File: src/rtl/regfile_port_arbiter.sv
// regfile_port_arbiter: round-robin sharing of a 1W/1R register file between NUM_REQ requesters,
// with same-address read/write conflict alternation and ID-tagged 1-cycle read responses.
module regfile_port_arbiter #(
  parameter int NUM_REQ    = 2,
  parameter int DATA_WIDTH = 32,
  parameter int CELL_COUNT = 64,
  parameter int ADDR_WIDTH = $clog2(CELL_COUNT),
  parameter int ID_WIDTH   = (NUM_REQ > 1) ? $clog2(NUM_REQ) : 1
) (
  input  logic                           clk,
  input  logic                           rst,
  input  logic [NUM_REQ-1:0]             wr_valid_in,
  input  logic [NUM_REQ*ADDR_WIDTH-1:0]  wr_addr_in,
  input  logic [NUM_REQ*DATA_WIDTH-1:0]  wr_data_in,
  output logic [NUM_REQ-1:0]             wr_ready_out,
  input  logic [NUM_REQ-1:0]             rd_valid_in,
  input  logic [NUM_REQ*ADDR_WIDTH-1:0]  rd_addr_in,
  output logic [NUM_REQ-1:0]             rd_ready_out,
  output logic                           rsp_valid_out,
  output logic [ID_WIDTH-1:0]            rsp_id_out,
  output logic [DATA_WIDTH-1:0]          rsp_data_out,
  output logic                           mem_w_en_out,
  output logic [ADDR_WIDTH-1:0]          mem_w_addr_out,
  output logic [DATA_WIDTH-1:0]          mem_w_data_out,
  output logic                           mem_r_en_out,
  output logic [ADDR_WIDTH-1:0]          mem_r_addr_out,
  input  logic [DATA_WIDTH-1:0]          mem_r_data_in
);
  logic [ID_WIDTH-1:0]   r_wr_ptr, r_rd_ptr, r_rsp_id;
  logic                  r_conflict, r_rsp_valid;
  logic [ID_WIDTH:0]     w_wr_pick, w_rd_pick;
  logic [ID_WIDTH-1:0]   w_wr_idx, w_rd_idx;
  logic [ADDR_WIDTH-1:0] w_wr_addr, w_rd_addr;
  logic [DATA_WIDTH-1:0] w_wr_data;
  logic                  w_conflict, w_wr_gnt, w_rd_gnt;

  // Returns {found, index} of the first valid requester at or after p, wrapping.
  function automatic logic [ID_WIDTH:0] rr_pick(input logic [NUM_REQ-1:0] v, input logic [ID_WIDTH-1:0] p);
    int j;
    logic [ID_WIDTH-1:0] jj;
    rr_pick = '0;
    for (int k = NUM_REQ - 1; k >= 0; k--) begin
      j = int'(p) + k;
      if (j >= NUM_REQ) j -= NUM_REQ;
      jj = ID_WIDTH'(j);
      if (v[jj]) rr_pick = {1'b1, jj};
    end
  endfunction

  function automatic logic [ID_WIDTH-1:0] nxt(input logic [ID_WIDTH-1:0] i);
    nxt = (i == ID_WIDTH'(NUM_REQ - 1)) ? '0 : i + 1'b1;
  endfunction

  always_comb begin
    w_wr_pick      = rr_pick(wr_valid_in, r_wr_ptr);
    w_rd_pick      = rr_pick(rd_valid_in, r_rd_ptr);
    w_wr_idx       = w_wr_pick[ID_WIDTH-1:0];
    w_rd_idx       = w_rd_pick[ID_WIDTH-1:0];
    w_wr_addr      = wr_addr_in[int'(w_wr_idx)*ADDR_WIDTH +: ADDR_WIDTH];
    w_rd_addr      = rd_addr_in[int'(w_rd_idx)*ADDR_WIDTH +: ADDR_WIDTH];
    w_wr_data      = wr_data_in[int'(w_wr_idx)*DATA_WIDTH +: DATA_WIDTH];
    w_conflict     = w_wr_pick[ID_WIDTH] & w_rd_pick[ID_WIDTH] & (w_wr_addr == w_rd_addr);
    w_wr_gnt       = rst & w_wr_pick[ID_WIDTH] & ~(w_conflict & r_conflict);
    w_rd_gnt       = rst & w_rd_pick[ID_WIDTH] & ~(w_conflict & ~r_conflict);
    wr_ready_out   = w_wr_gnt ? (NUM_REQ'(1) << w_wr_idx) : '0;
    rd_ready_out   = w_rd_gnt ? (NUM_REQ'(1) << w_rd_idx) : '0;
    mem_w_en_out   = w_wr_gnt;
    mem_w_addr_out = w_wr_gnt ? w_wr_addr : '0;
    mem_w_data_out = w_wr_gnt ? w_wr_data : '0;
    mem_r_en_out   = w_rd_gnt;
    mem_r_addr_out = w_rd_gnt ? w_rd_addr : '0;
    // Gating by rst drops a response that is in flight when reset arrives.
    rsp_valid_out  = r_rsp_valid & rst;
    rsp_id_out     = r_rsp_id;
    rsp_data_out   = rsp_valid_out ? mem_r_data_in : '0;
  end

  always_ff @(posedge clk) begin
    if (!rst) begin
      r_wr_ptr    <= '0;
      r_rd_ptr    <= '0;
      r_conflict  <= 1'b0;
      r_rsp_valid <= 1'b0;
      r_rsp_id    <= '0;
    end else begin
      if (w_wr_gnt) r_wr_ptr <= nxt(w_wr_idx);
      if (w_rd_gnt) r_rd_ptr <= nxt(w_rd_idx);
      if (w_rd_gnt) r_rsp_id <= w_rd_idx;
      r_conflict  <= w_conflict & ~r_conflict;
      r_rsp_valid <= w_rd_gnt;
    end
  end
endmodule

File: config.mk
export PLATFORM = sky130hd
export DESIGN_NAME = regfile_port_arbiter
export DESIGN_NICKNAME = d
export VERILOG_FILES = /design/src/rtl/regfile_port_arbiter.sv
export SDC_FILE = /design/constraint.sdc
export NUM_CORES = 1
export LEC_CHECK = 0
export ABC_AREA = 1
export BUFFER_PORTS_ARGS = -buffer_cell sky130_fd_sc_hd__buf_2
export CAP_MARGIN = 20
export CORE_MARGIN = 5
export CORE_UTILIZATION = 29
export CTS_BUF_LIST = sky130_fd_sc_hd__clkbuf_4
export CTS_CLUSTER_DIAMETER = 60
export CTS_CLUSTER_SIZE = 8
export DETAILED_ROUTE_END_ITERATION = 8
export PLACE_DENSITY = 0.83
export SETUP_SLACK_MARGIN = 0.4
export SLEW_MARGIN = 0
export SYNTH_ARGS = -nofsm -noshare
export SYNTH_HDL_FRONTEND = slang
export SYNTH_SLANG_ARGS = --single-unit
File: constraint.sdc
create_clock -name clk -period 1.6 [get_ports clk]
set_input_delay 0.16 -clock clk [delete_from_list [all_inputs] [get_ports clk]]
set_output_delay 0.16 -clock clk [all_outputs]
set_load 0.03 [all_outputs]
Yosys cells after proc, flatten, opt, wreduce, memory -nomap -nowiden
Cells that the tools add are included.
{"block": "totals", "memories": 0, "latchBits": 0, "ram_bits": 0, "elab_cells": 65, "input_bits": 126, "reg_bits": 5, "rom_bits": 0}
{"block": "op_classes", "n_addsub": 8, "n_mux": 24, "magnitude_cmp": 8, "n_reduce_logical": 0, "mul": 2, "shifts": 5, "bitwise_logic": 12, "eq_ne": 1, "div": 0}
{"op": "$mux W32", "count": 2}
{"op": "$shiftx A64 B7 Y32", "count": 1}
{"op": "$shiftx A12 B5 Y6", "count": 2}
{"op": "$mux W1", "count": 14}
{"op": "$mux W2", "count": 6}
{"op": "$mux W6", "count": 2}
{"op": "$and A1 B1 Y1", "count": 9}
{"op": "$lt A1 B2 Y1 const B", "count": 4}
{"op": "$eq A6 B6 Y1", "count": 1}
{"op": "$mul A1 B2 Y3 const B", "count": 2}
{"op": "$add A1 B1 Y2 const B", "count": 2}
{"op": "$ge A1 B2 Y1 const B", "count": 2}
{"op": "$ge A2 B2 Y1 const B", "count": 2}
{"op": "$shl A1 B1 Y2 const A", "count": 2}
{"op": "$sub A1 B1 Y1 const B", "count": 4}
{"op": "$not A1 Y1", "count": 3}
{"op": "$add A1 B1 Y1 const B", "count": 2}

Depth between registers and ports, before layout
Gate-level depths: netlist of run 1.
{"block": "depth", "ltp_word": 15, "mapped_depth": 15, "ltp_nobuf": 14}

Least setup slack after synthesis of run 1
No wires, ideal clock.
{"block": "synth_timing", "kind": "register to output", "startpoint": "register r_rd_ptr", "endpoint": "output port mem_w_addr_out[3]", "path_stages_with_launch": 13, "setup_slack_ns": -0.403, "arrival_ns": 1.843, "t_required_ns": 1.440, "n_path_buf": 2, "path_cell_list": "dfxtp_1 > inv_1 > nand2_4 > nand2_4 > buf_6 > o21ai_0 > nand2_1 > nand3_1 > nor2_2 > nand3_2 > nand2_4 > buf_6 > a21oi_1"}
{"block": "synth_between", "elab_chain_len": 15, "elab_cells_between_ends": 22, "cone_classes": "add/sub: 3; mul: 1; order compare: 2; eq/ne: 1; shift: 1; mux: 9; bitwise: 5"}
{"item": "from (decl)", "line": "29", "source": "logic [ID_WIDTH-1:0] r_wr_ptr, r_rd_ptr, r_rsp_id;"}
{"item": "from (signal assigned)", "line": "87", "source": "if (w_rd_gnt) r_rd_ptr <= nxt(w_rd_idx);"}
{"item": "$add A1 B1 Y2", "line": "43", "source": "j = int'(p) + k;"}
{"item": "$ge A2 B2 Y1 / $sub A1 B1 Y1 (equally long branches)", "line": "44", "source": "if (j >= NUM_REQ) j -= NUM_REQ;"}
{"item": "$mux W1", "line": "44"}
{"item": "$mux W1 (not written as such) (2 in a row)", "line": "46", "source": "if (v[jj]) rr_pick = {1'b1, jj};"}
{"item": "$mux W2", "line": "46"}
{"item": "$mux W2 *", "line": "46"}
{"item": "$mul A1 B2 Y3", "line": "60", "source": "w_rd_addr = rd_addr_in[int'(w_rd_idx)*ADDR_WIDTH +: ADDR_WIDTH];"}
{"item": "$shiftx A12 B5 Y6", "line": "60"}
{"item": "$eq A6 B6 Y1", "line": "62", "source": "w_conflict = w_wr_pick[ID_WIDTH] & w_rd_pick[ID_WIDTH] & (w_wr_addr == w_rd_addr);"}
{"item": "$and A1 B1 Y1 *", "line": "62"}
{"item": "$and A1 B1 Y1 *", "line": "63", "source": "w_wr_gnt = rst & w_wr_pick[ID_WIDTH] & ~(w_conflict & r_conflict);"}
{"item": "$not A1 Y1 *", "line": "63"}
{"item": "$and A1 B1 Y1 *", "line": "63"}
{"item": "$mux W6 *", "line": "68", "source": "mem_w_addr_out = w_wr_gnt ? w_wr_addr : '0;"}
{"item": "to (decl)", "line": "23", "source": "output logic [ADDR_WIDTH-1:0] mem_w_addr_out,"}
Every way passes the cells marked *; elsewhere a longest branch is shown, timed or not. The select of a mux whose other input is x is not followed.

Worst setup path after layout of run 1
{"block": "layout_timing", "startpoint": "register r_rd_ptr", "endpoint": "output port rd_ready_out[1]"}
{"block": "layout_between", "elab_chain_len": 15, "elab_cells_between_ends": 24, "cone_classes": "add/sub: 3; mul: 1; order compare: 2; eq/ne: 1; shift: 2; mux: 9; bitwise: 6"}
{"item": "$add A1 B1 Y2", "line": "43"}
{"item": "$ge A2 B2 Y1 / $sub A1 B1 Y1 (equally long branches)", "line": "44"}
{"item": "$mux W1", "line": "44"}
{"item": "$mux W1 (not written as such) (2 in a row)", "line": "46"}
{"item": "$mux W2", "line": "46"}
{"item": "$mux W2 *", "line": "46"}
{"item": "$mul A1 B2 Y3", "line": "60"}
{"item": "$shiftx A12 B5 Y6", "line": "60"}
{"item": "$eq A6 B6 Y1", "line": "62"}
{"item": "$and A1 B1 Y1", "line": "62"}
{"item": "$and A1 B1 Y1", "line": "64", "source": "w_rd_gnt = rst & w_rd_pick[ID_WIDTH] & ~(w_conflict & ~r_conflict);"}
{"item": "$not A1 Y1", "line": "64"}
{"item": "$and A1 B1 Y1", "line": "64"}
{"item": "$mux W2 *", "line": "66", "source": "rd_ready_out = w_rd_gnt ? (NUM_REQ'(1) << w_rd_idx) : '0;"}
{"item": "to (decl)", "line": "18", "source": "output logic [NUM_REQ-1:0] rd_ready_out,"}
Marks and branches as above.

==> results.sh, run 1 <==
export IMPL_vdd_ir_drop_max_uv=298
export IMPL_synth_most_common_cell="nand2_1"
export IMPL_violations="setup timing"
export IMPL_vias_per_cell=5.24
export IMPL_final_nets=706
export IMPL_ys_flop_type="dfxtp_1"
export IMPL_grt_pass1_vias=3325
export IMPL_arrival_ns=2.15
export IMPL_gp_congestion=0.889
export IMPL_synth_warnings=0
export IMPL_p_per_area_mw_per_mm2=435
export IMPL_placed_area_mm2=0.00344
export IMPL_syn_area_mm2=0.00155
export IMPL_crit_path_end_kind="output pin"
export IMPL_cts_tree="built"
export IMPL_io_buffers=209
export IMPL_post_route_period_util=1.45
export IMPL_yosys_top_cells_area="nand2_1 (31%), inv_1 (14%), nor2_1 (13%)"
export IMPL_drive_gt1_frac=0.691
export IMPL_clk_insertion_delay_late_ns=0.25
export IMPL_ios=210
export IMPL_cp_required_ns=1.44
export IMPL_synth_cell_type_count=17
export IMPL_fin_area_mm2=0.00463
export IMPL_start_kind="flop"
export IMPL_row_count=26
export IMPL_antenna_found_initial=1
export IMPL_cts_root_buf="clkbuf_4"
export IMPL_syn_nets=457
export IMPL_leakage_nw=2.36
export IMPL_dp_hpwl_mm=7.23
export IMPL_clk_pin_slew_worst_paths_ns=0.06
export IMPL_cts_buffer_depth=2
export IMPL_dr_pass1_iters=5
export IMPL_finalNonFillerCells=650
export IMPL_wl_per_cell_um=20.2
export IMPL_status="finished, violations left"
export IMPL_hold_slack_ns=0.222
export IMPL_finalWirelength_mm=13.2
export IMPL_grt_max_degree=34
export IMPL_seq_area_frac_synth=0.0646
export IMPL_setup_ws_ns=-0.714
export IMPL_hold_viol_final=0
export IMPL_tns_ns=-35.40
export IMPL_fmax_ghz=0.432
export IMPL_worst_setup_path_type="flop to output pin"
export IMPL_setup_viol=55
export IMPL_drv_cap=0
export IMPL_avgSynthCellArea_um2=4.68
export IMPL_die_area_mm2=0.00690
export IMPL_synth_largest_area_cell="nand2_1"
export IMPL_hp_class="input port to flop"
export IMPL_syn_to_final_growth_pct=199
export IMPL_worstMarginPinSlew_ns=0.438
export IMPL_cts_max_level=1
export IMPL_min_period_ns=2.31
export IMPL_grtUsageTotal=0.295
export IMPL_ctsHoldBuffers=0
export IMPL_synth_top_cell_area_share=0.313
export IMPL_vias=3405
export IMPL_synth_edff_count=0
export IMPL_drtAntennaViolNets=0
export IMPL_placed_cells=633
export IMPL_core_mm2=0.00514
export IMPL_drc_errors=0
export IMPL_rsz0062_at_grt="true"
export IMPL_cts_buffers=3
export IMPL_die_x_um=83.1
export IMPL_drt_initial_drc_count=177
export IMPL_syn_inst=331
export IMPL_start_util=0.301
export IMPL_die_y_um=83.1
export IMPL_grt_overflow=0
export IMPL_maxSlewHeadroom=0.707
export IMPL_worst_clock_skew_ns=0.00402
export IMPL_grt_pass1_wl_mm=16.9
export IMPL_pre_cts_slack_ns=-0.420
export IMPL_critPathMaxFanout=6
export IMPL_synthArstFlopShare=0
export IMPL_synthTopCellsByCount="nand2_1 (129), inv_1 (57), nor2_1 (53)"
export IMPL_final_max_slew_violation_count=0
export IMPL_synth_seq_cells=5
export IMPL_clock_sinks=5
[power by group]
part / internal, mW / switching [mW]
Sequential: 0.134 / 0.00955
Combinational: 0.717 / 0.971
Clock: 0.112 / 0.0698
Total: 0.963 / 1.05
[layout make-up]
type                       count  area (um^2)
inverter                      59          230
tap                           70         87.6
fill                         217          507
clock buffer                   4         30.0
sequential                     5          106
timing repair buffer         261         2190
antenna                        1         2.50
multi-input combinational    250         1980
[placed cells by master (no fill, tap or decap), types with 4 or more instances in the layout]
cell	n
inv_2	11
nand3b_1	6
clkbuf_4	4
buf_12	9
inv_1	46
nor2_1	9
nand3_1	6
nand2_1	109
nand2_2	16
buf_4	29
nand2_8	5
nor2_4	44
buf_2	127
buf_6	91
a21oi_4	33
o21ai_2	5
nand3_2	4
nand2_4	4
buf_16	4
[flip-flops by register name (all words and copies together), names as in the netlist]
name,flops
r_conflict,1
r_rd_ptr,1
r_rsp_valid,1
r_wr_ptr,1
rsp_id_out,1
[metal layers]
layer | share of wire | global-route usage
met1 | 0.33 | 0.300
met2 | 0.54 | 0.585
met3 | 0.068 | 0.0485
met4 | 0.067 | 0.117
met5 | 0 | 0
[critical path, cell delays in order (launching register included)]
cell	delay, ns
dfxtp_2	0.33
inv_2	0.06
nand2_4	0.07
buf_6	0.14
nand3_1	0.10
nand2_1	0.11
nand2_1	0.09
nand2_1	0.07
inv_2	0.06
nand2_2	0.07
nor2_4	0.14
buf_6	0.12
nand3_4	0.11
buf_6	0.16
nand3_2	0.08
inv_2	0.05
buf_6	0.14
[repair_timing]
item,CTS,global route
buffers inserted,2,5
pin swaps,1,20
endpoints found under the setup margin,88,88
resized for setup,159,169
gates cloned,4,1
[worst paths after layout]
path         startpoint               to  slack [ns]  depth (start not counted)
max reg2reg    r_rd_ptr         r_rd_ptr       -0.48                         16
max            r_rd_ptr  rd_ready_out[1]       -0.71                         16
min reg2reg  rsp_id_out       rsp_id_out        0.51                          2
min                 rst         r_wr_ptr        0.22                          3
[cells by family (layout without fill, tap and decap cells)]
family	count (synthesis)	count (layout)	share of synthesized area
AND/OR/NAND/NOR	208	208	0.563
buffers and inverters	76	324	0.215
AO/OA/AOI/OAI	42	42	0.158
flip-flops	5	5	0.0646
other	0	1	0
[metrics by stage]
step                      power [mW]   util
after floorplan                0.906      -
after global placement          1.34  0.669
after detailed placement        1.37  0.669
after CTS                       1.72  0.803
after global routing            2.09  0.901
final                           2.01  0.901
(Power assumes the default switching activity.)
==> run 2: changes to the inputs <==
--- a/config.mk
+++ b/config.mk
@@ -5,11 +5,10 @@
 export SDC_FILE = /design/constraint.sdc
 export NUM_CORES = 1
 export LEC_CHECK = 0
-export ABC_AREA = 1
 export BUFFER_PORTS_ARGS = -buffer_cell sky130_fd_sc_hd__buf_2
 export CAP_MARGIN = 20
 export CORE_MARGIN = 5
-export CORE_UTILIZATION = 29
+export CORE_UTILIZATION = 27
 export CTS_BUF_LIST = sky130_fd_sc_hd__clkbuf_4
 export CTS_CLUSTER_DIAMETER = 60
 export CTS_CLUSTER_SIZE = 8
==> run 2 against run 1 <==
Effect of this change:
- the flow still finishes with violations (setup timing)
- final cell count shrank 19%
- non-clock buffer count shrank 2
- area after synthesis shrank 13%
- register-to-register slack lost 0.46 ns
- sequential cell count is the same
- critical path depth shrank 5
- clock power grew 9%
- clock-buffer cell count is the same
- die area shrank 5.6%
- clock skew grew 0.0077 ns
- global-route usage shrank 2.0 points
- critical path type unchanged
- critical endpoint is now mem_w_data_out[26]
- largest cell class unchanged
==> results.sh, run 2 <==
export IMPL_status="finished, violations left"
export IMPL_violations="setup timing"
export IMPL_syn_area_mm2=0.00135
export IMPL_dr_pass1_iters=4
export IMPL_synth_cell_type_count=20
export IMPL_antenna_found_initial=0
export IMPL_worstMarginPinSlew_ns=0.439
export IMPL_drive_gt1_frac=0.808
export IMPL_worst_setup_path_type="flop to output pin"
export IMPL_synth_most_common_cell="nand2_1"
export IMPL_seq_area_frac_synth=0.0741
export IMPL_cp_required_ns=1.44
export IMPL_grt_overflow=0
export IMPL_nFillCells=229
export IMPL_min_period_ns=2.79
export IMPL_vdd_ir_drop_max_uv=387
export IMPL_yosys_top_cells_area="a21oi_2 (20%), nand2_1 (19%), and3_1 (15%)"
export IMPL_setup_viol=55
export IMPL_post_route_period_util=1.75
export IMPL_die_area_mm2=0.00652
export IMPL_io_buffers=209
export IMPL_die_x_um=80.7
export IMPL_final_nets=585
export IMPL_critical_path_cell_chain="nand2b_4 > and2_4 > buf_12 > buf_12 > mux2i_4 > xor2_1 > nor3_2 > a31o_4 > buf_12 > a21oi_4 > buf_6"
export IMPL_gp_congestion=0.791
export IMPL_layout_common_cells="buf_2 (126), buf_6 (86), nand2_1 (69)"
export IMPL_p_per_area_mw_per_mm2=472
export IMPL_synth_largest_area_cell="a21oi_2"
export IMPL_syn_inst=216
export IMPL_diodes=0
export IMPL_critical_path_max_stage_delay_ns=0.32
export IMPL_clk_insertion_delay_late_ns=0.28
export IMPL_drv_cap=0
export IMPL_dp_hpwl_mm=5.99
export IMPL_maxSlewHeadroom=0.704
export IMPL_synth_edff_count=0
export IMPL_path_delay_family="simple AND/OR/NAND/NOR gates"
export IMPL_synth_seq_cells=5
export IMPL_critPathSlowestCell="dfxtp_2"
export IMPL_cts_max_level=1
export IMPL_worst_clock_skew_ns=0.0117
export IMPL_critPathMaxFanout=13
export IMPL_synthArstFlopShare=0
export IMPL_critPathBufInv=4
export IMPL_arrival_ns=2.63
export IMPL_hp_class="input port to flop"
export IMPL_wl_per_cell_um=21.8
export IMPL_crit_path_end_kind="output pin"
export IMPL_drt_initial_drc_count=126
export IMPL_die_y_um=80.7
export IMPL_core_mm2=0.00479
export IMPL_synth_top_cell_area_share=0.201
export IMPL_ys_flop_type="dfxtp_1"
export IMPL_crit_path_frequent_cell="buf_12"
export IMPL_clk_pin_slew_worst_paths_ns=0.05
export IMPL_fmax_ghz=0.358
export IMPL_vias_per_cell=5.30
export IMPL_grt_max_degree=36
export IMPL_synth_warnings=0
export IMPL_synthTopCellsByCount="nand2_1 (69), and3_1 (32), a21oi_2 (31)"
export IMPL_ios=210
export IMPL_tns_ns=-61.49
export IMPL_setup_ws_ns=-1.19
export IMPL_row_count=25
export IMPL_cts_tree="built"
export IMPL_grt_pass1_vias=2746
export IMPL_cts_root_buf="clkbuf_4"
export IMPL_finalWirelength_mm=11.5
export IMPL_avgSynthCellArea_um2=6.26
export IMPL_vias=2785
export IMPL_leakage_nw=1.97
export IMPL_fin_util=0.873
export IMPL_grtUsageTotal=0.274
export IMPL_finalNonFillerCells=525
export IMPL_start_kind="flop"
export IMPL_syn_to_final_growth_pct=209
export IMPL_grt_pass1_wl_mm=13.9
export IMPL_final_max_slew_violation_count=0
export IMPL_hold_viol_final=0
export IMPL_rsz0062_at_grt="true"
export IMPL_syn_nets=342
export IMPL_start_util=0.282
export IMPL_drc_errors=0
export IMPL_drtAntennaViolNets=0
export IMPL_cts_buffers=3
export IMPL_placed_cells=501
export IMPL_clock_sinks=5
export IMPL_cts_buffer_depth=2
export IMPL_final_common_cell="buf_2"
==> run 2: cell count changes after synthesis, moves of 11 or more <==
cell     before  now
inv_1        57    5
and3_1        0   32
nor2_1       53   19
a21oi_2       9   31
nand3_1      11    0
nand2_1     129   69
mux2i_1       0   15
a21oi_1      27    1
==> run 2: path summary, 6_finish.rpt <==
path	endpoint	cells past startpoint	slack, ns	from
max	mem_w_data_out[26]	11	-1.19	r_wr_ptr
max reg2reg	r_rd_ptr	12	-0.94	r_wr_ptr
min reg2reg	rsp_id_out	2	0.50	rsp_id_out
min	r_wr_ptr	3	0.22	rst
==> run 2: area by class of cell <==
cell class              instances  area, um^2  share of cell area
multi-input cells             185        1790               0.427
clock buffers                   4        30.0             0.00718
repair buffers                259        2140               0.513
flip-flops and latches          5         105              0.0251
well taps                      67        83.8              0.0201
inverters                       5        30.0             0.00718
==> run 2: kinds of logic after synthesis <==
kind of cell | Yosys count | synth area share
flops | 5 | 0.0741
mux | 15 | 0.111
simple gates | 127 | 0.427
xor+xnor | 6 | 0.0389
compound gates | 37 | 0.237
buf+inv | 26 | 0.112
==> run 2: layer usage <==
layer	track usage	wire, um	vias to the layer above
li1	-	-	1201
met5	0	0	-
met4	0.0997	618	0
met1	0.267	3610	1288
met3	0.0865	1280	58
met2	0.536	5950	238
==> run 2: repair_timing <==
item / in CTS / in global routing
hold buffers: 0 / 0
gates cloned: 4 / 3
pin swaps: 11 / 23
setup buffers: 6 / 7
gates resized for setup: 171 / 56
setup endpoints to repair: 88 / 88
==> run 2: worst reg2reg max path, cell delays in order (launching register included) <==
cell,delay (ns)
dfxtp_2,0.32
nand2b_4,0.13
and2_4,0.24
buf_12,0.14
buf_12,0.09
mux2i_4,0.25
xor2_1,0.12
nor3_2,0.32
buf_4,0.17
a31o_4,0.19
buf_16,0.15
buf_6,0.13
mux2i_1,0.21
==> run 2: power by group <==
part | switching (mW) | internal (mW)
clock | 0.0856 | 0.113
sequential | 0.0138 | 0.136
combinational | 0.867 | 0.755
total | 0.966 | 1.01
==> run 2: metrics by stage <==
step	setup WS (ns)	hold slack, ns	cell area (um^2)	total power [mW]
after global placement	-0.661	0.453	3070	1.29
after detailed placement	-0.732	0.453	3070	1.31
after CTS	-0.953	0.217	3760	1.72
after floorplan	-0.597	0.410	1800	0.915
after global routing	-1.28	0.214	4180	2.04
final	-1.19	0.217	4180	1.97
==> run 3: changes to the inputs <==
--- a/config.mk
+++ b/config.mk
@@ -7,14 +7,14 @@
 export LEC_CHECK = 0
 export BUFFER_PORTS_ARGS = -buffer_cell sky130_fd_sc_hd__buf_2
 export CAP_MARGIN = 20
-export CORE_MARGIN = 5
-export CORE_UTILIZATION = 27
+export CORE_AREA = 5 5 78 80
 export CTS_BUF_LIST = sky130_fd_sc_hd__clkbuf_4
 export CTS_CLUSTER_DIAMETER = 60
 export CTS_CLUSTER_SIZE = 8
 export DETAILED_ROUTE_END_ITERATION = 8
-export PLACE_DENSITY = 0.83
-export SETUP_SLACK_MARGIN = 0.4
+export DIE_AREA = 0 0 83 85
+export PLACE_DENSITY = 0.77
+export SETUP_SLACK_MARGIN = 0.2
 export SLEW_MARGIN = 0
 export SYNTH_ARGS = -nofsm -noshare
 export SYNTH_HDL_FRONTEND = slang
==> constraint.sdc (replaced) <==
create_clock -name clk -period 2.6 [get_ports clk]
set_input_delay 0.26 -clock clk [delete_from_list [all_inputs] [get_ports clk]]
set_output_delay 0.26 -clock clk [all_outputs]
set_load 0.03 [all_outputs]
==> run 3 against run 2 <==
Effect of this change:
- the flow still finishes with violations (setup timing)
- critical path depth fell by 2
- sequential cell count did not move
- total power fell by 54%
- core utilization shrank 30 points
- clock skew decreased by 0.011 ns
- clock-buffer cell count unchanged
- final cell count shrank 4.2%
- setup slack gained 1.1 ns
- critical path type unchanged
==> results.sh, run 3 (synthesis results as in run 2) <==
export IMPL_grt_max_degree=34
export IMPL_wl_per_cell_um=14.9
export IMPL_p_sw_frac=0.486
export IMPL_grt_pass1_wl_mm=10.2
export IMPL_grt_util_met2=0.338
export IMPL_layout_common_cells="buf_2 (163), nand2_1 (69), buf_6 (38)"
export IMPL_fin_util=0.576
export IMPL_grt_pass1_vias=2218
export IMPL_finalWirelength_mm=7.49
export IMPL_p_total_uw=906
export IMPL_power_switching_uw=441
export IMPL_worst_r2r_path_depth=9
export IMPL_core_mm2=0.00534
export IMPL_cts_buffers=3
export IMPL_grtUsageMet3=0.0359
export IMPL_reg2reg_to="r_wr_ptr"
export IMPL_finalNonFillerCells=503
export IMPL_critPathSlowestCell="mux2i_2"
export IMPL_cts_buffer_depth=2
export IMPL_die_x_um=83
export IMPL_io_buffers=209
export IMPL_setup_viol=35
export IMPL_crit_path_frequent_cell="buf_6"
export IMPL_busiest_layer="met2"
export IMPL_syn_to_final_growth_pct=128
export IMPL_antenna_found_initial=0
export IMPL_grtUsageTotal=0.167
export IMPL_cts_root_buf="clkbuf_4"
export IMPL_crit_path_end="mem_w_data_out[14]"
export IMPL_vias_per_cell=4.69
export IMPL_final_nets=558
export IMPL_gr_usage_met1=0.175
export IMPL_critPathMaxFanout=7
export IMPL_path_delay_family="compound AO/OA/AOI/OAI gates"
export IMPL_drtAntennaViolNets=0
export IMPL_die_y_um=85
export IMPL_dp_hpwl_mm=5.25
export IMPL_p_seq_frac=0.106
export IMPL_arrival_ns=2.39
export IMPL_start_kind="flop"
export IMPL_worstMarginPinSlew_ns=0.712
export IMPL_clock_power_share=0.108
export IMPL_worst_setup_path_type="flop to output pin"
export IMPL_drt_initial_drc_count=69
export IMPL_pre_cts_slack_ns=-0.0289
export IMPL_r2r_start="r_rd_ptr"
export IMPL_clk_insertion_delay_late_ns=0.23
export IMPL_placed_cells=484
export IMPL_clk_pin_slew_worst_paths_ns=0.04
export IMPL_min_period_ns=2.65
export IMPL_ios=210
export IMPL_drive_gt1_frac=0.680
export IMPL_start_util=0.253
export IMPL_hp_class="input port to flop"
export IMPL_drv_cap=0
export IMPL_min_path_cells=3
export IMPL_multiInputGateArea_mm2=0.00130
export IMPL_grt_overflow=0
export IMPL_critPathBufInv=3
export IMPL_fmax_ghz=0.377
export IMPL_r2r_slack_ns=0.34
export IMPL_gp_congestion=0.858
export IMPL_maxSlewHeadroom=0.525
export IMPL_seq_area_um2=103
export IMPL_post_route_period_util=1.02
export IMPL_crit_path_end_kind="output pin"
export IMPL_cts_max_level=1
export IMPL_p_int_uw=466
export IMPL_clock_sinks=5
export IMPL_cts_tree="built"
export IMPL_diodes=0
export IMPL_die_area_mm2=0.00706
export IMPL_violations="setup timing"
export IMPL_drc_errors=0
export IMPL_leakage_nw=1.75
export IMPL_cp_required_ns=2.34
export IMPL_setup_ws_ns=-0.0501
export IMPL_final_max_slew_violation_count=0
export IMPL_worstSetupStartpoint="r_rd_ptr"
export IMPL_hold_start="rst"
export IMPL_hold_viol_final=0
export IMPL_worst_clock_skew_ns=0.000588
export IMPL_rsz0062_at_grt="true"
export IMPL_vdd_ir_drop_max_uv=277
export IMPL_dr_pass1_iters=4
export IMPL_combPwrFrac=0.786
export IMPL_vias=2359
export IMPL_critical_path_cell_chain="o21ai_4 > buf_6 > mux2i_2 > xor2_1 > nor3_2 > a31o_4 > clkbuf_16 > a21oi_2 > buf_6"
export IMPL_nFillCells=458
export IMPL_cp_depth=9
export IMPL_row_count=27
export IMPL_critical_path_max_stage_delay_ns=0.35
export IMPL_status="finished, violations left"
export IMPL_p_per_area_mw_per_mm2=295
export IMPL_final_common_cell="buf_2"
==> run 3: worst min path at each step <==
stage | slack [ns] | to
6_report | 0.33 | r_wr_ptr
3_3_place_gp | 0.45 | r_conflict
2_1_floorplan | 0.42 | r_conflict
4_1_cts | 0.33 | r_wr_ptr
5_1_grt | 0.36 | rsp_id_out
3_5_place_dp | 0.45 | r_conflict
==> run 3: timing repair <==
action | CTS | global route
endpoints found under the hold margin | 0 | 0
hold buffers | 0 | 0
resized for setup | 94 | 38
gates cloned | 0 | 3
setup endpoints to repair | 50 | 50
pin swaps | 2 | 4
setup buffers | 3 | 9
==> run 3: stage by stage <==
| stage | setup TNS [ns] | cell area [um^2] | hold slack [ns] |
|---|---|---|---|
| global route | -6.66 | 3080 | 0.364 |
| CTS | 0 | 2800 | 0.328 |
| detailed placement | -0.450 | 2430 | 0.453 |
| global placement | 0 | 2430 | 0.445 |
| floorplan | 0 | 1350 | 0.421 |
| finish | -0.814 | 3080 | 0.331 |
==> run 3: per-layer routing <==
metal / vias to the layer above / share of wire / wire (um)
met5: - / 0 / 0
met4: 0 / 0.016 / 122
met2: 128 / 0.56 / 4170
li1: 1145 / - / -
met1: 1076 / 0.36 / 2660
met3: 10 / 0.072 / 541
==> run 3: area by class of cell <==
cell class | count | share of cell area
inverters | 5 | 0.00610
multi-input cells | 185 | 0.424
flip-flops and latches | 5 | 0.0333
repair buffers | 232 | 0.498
clock buffers | 4 | 0.00976
well taps | 72 | 0.0293
==> run 3: worst register-to-register path, stage by stage (launching register included) <==
cell and delay, ns:
dfxtp_2 0.33, o21ai_4 0.22, buf_6 0.18, mux2i_4 0.27
xor2_2 0.11, nor4_2 0.34, a31o_4 0.30, buf_6 0.15
buf_4 0.11, mux2i_1 0.17
==> run 3: power by group through the flow <==
stage	combinational, mW	sequential, mW	clock (mW)
CTS	0.635	0.0952	0.100
floorplan	0.362	0.0922	0
detailed placement	0.544	0.0955	0
global placement	0.535	0.0948	0
finish	0.713	0.0957	0.0982
global route	0.756	0.0971	0.105
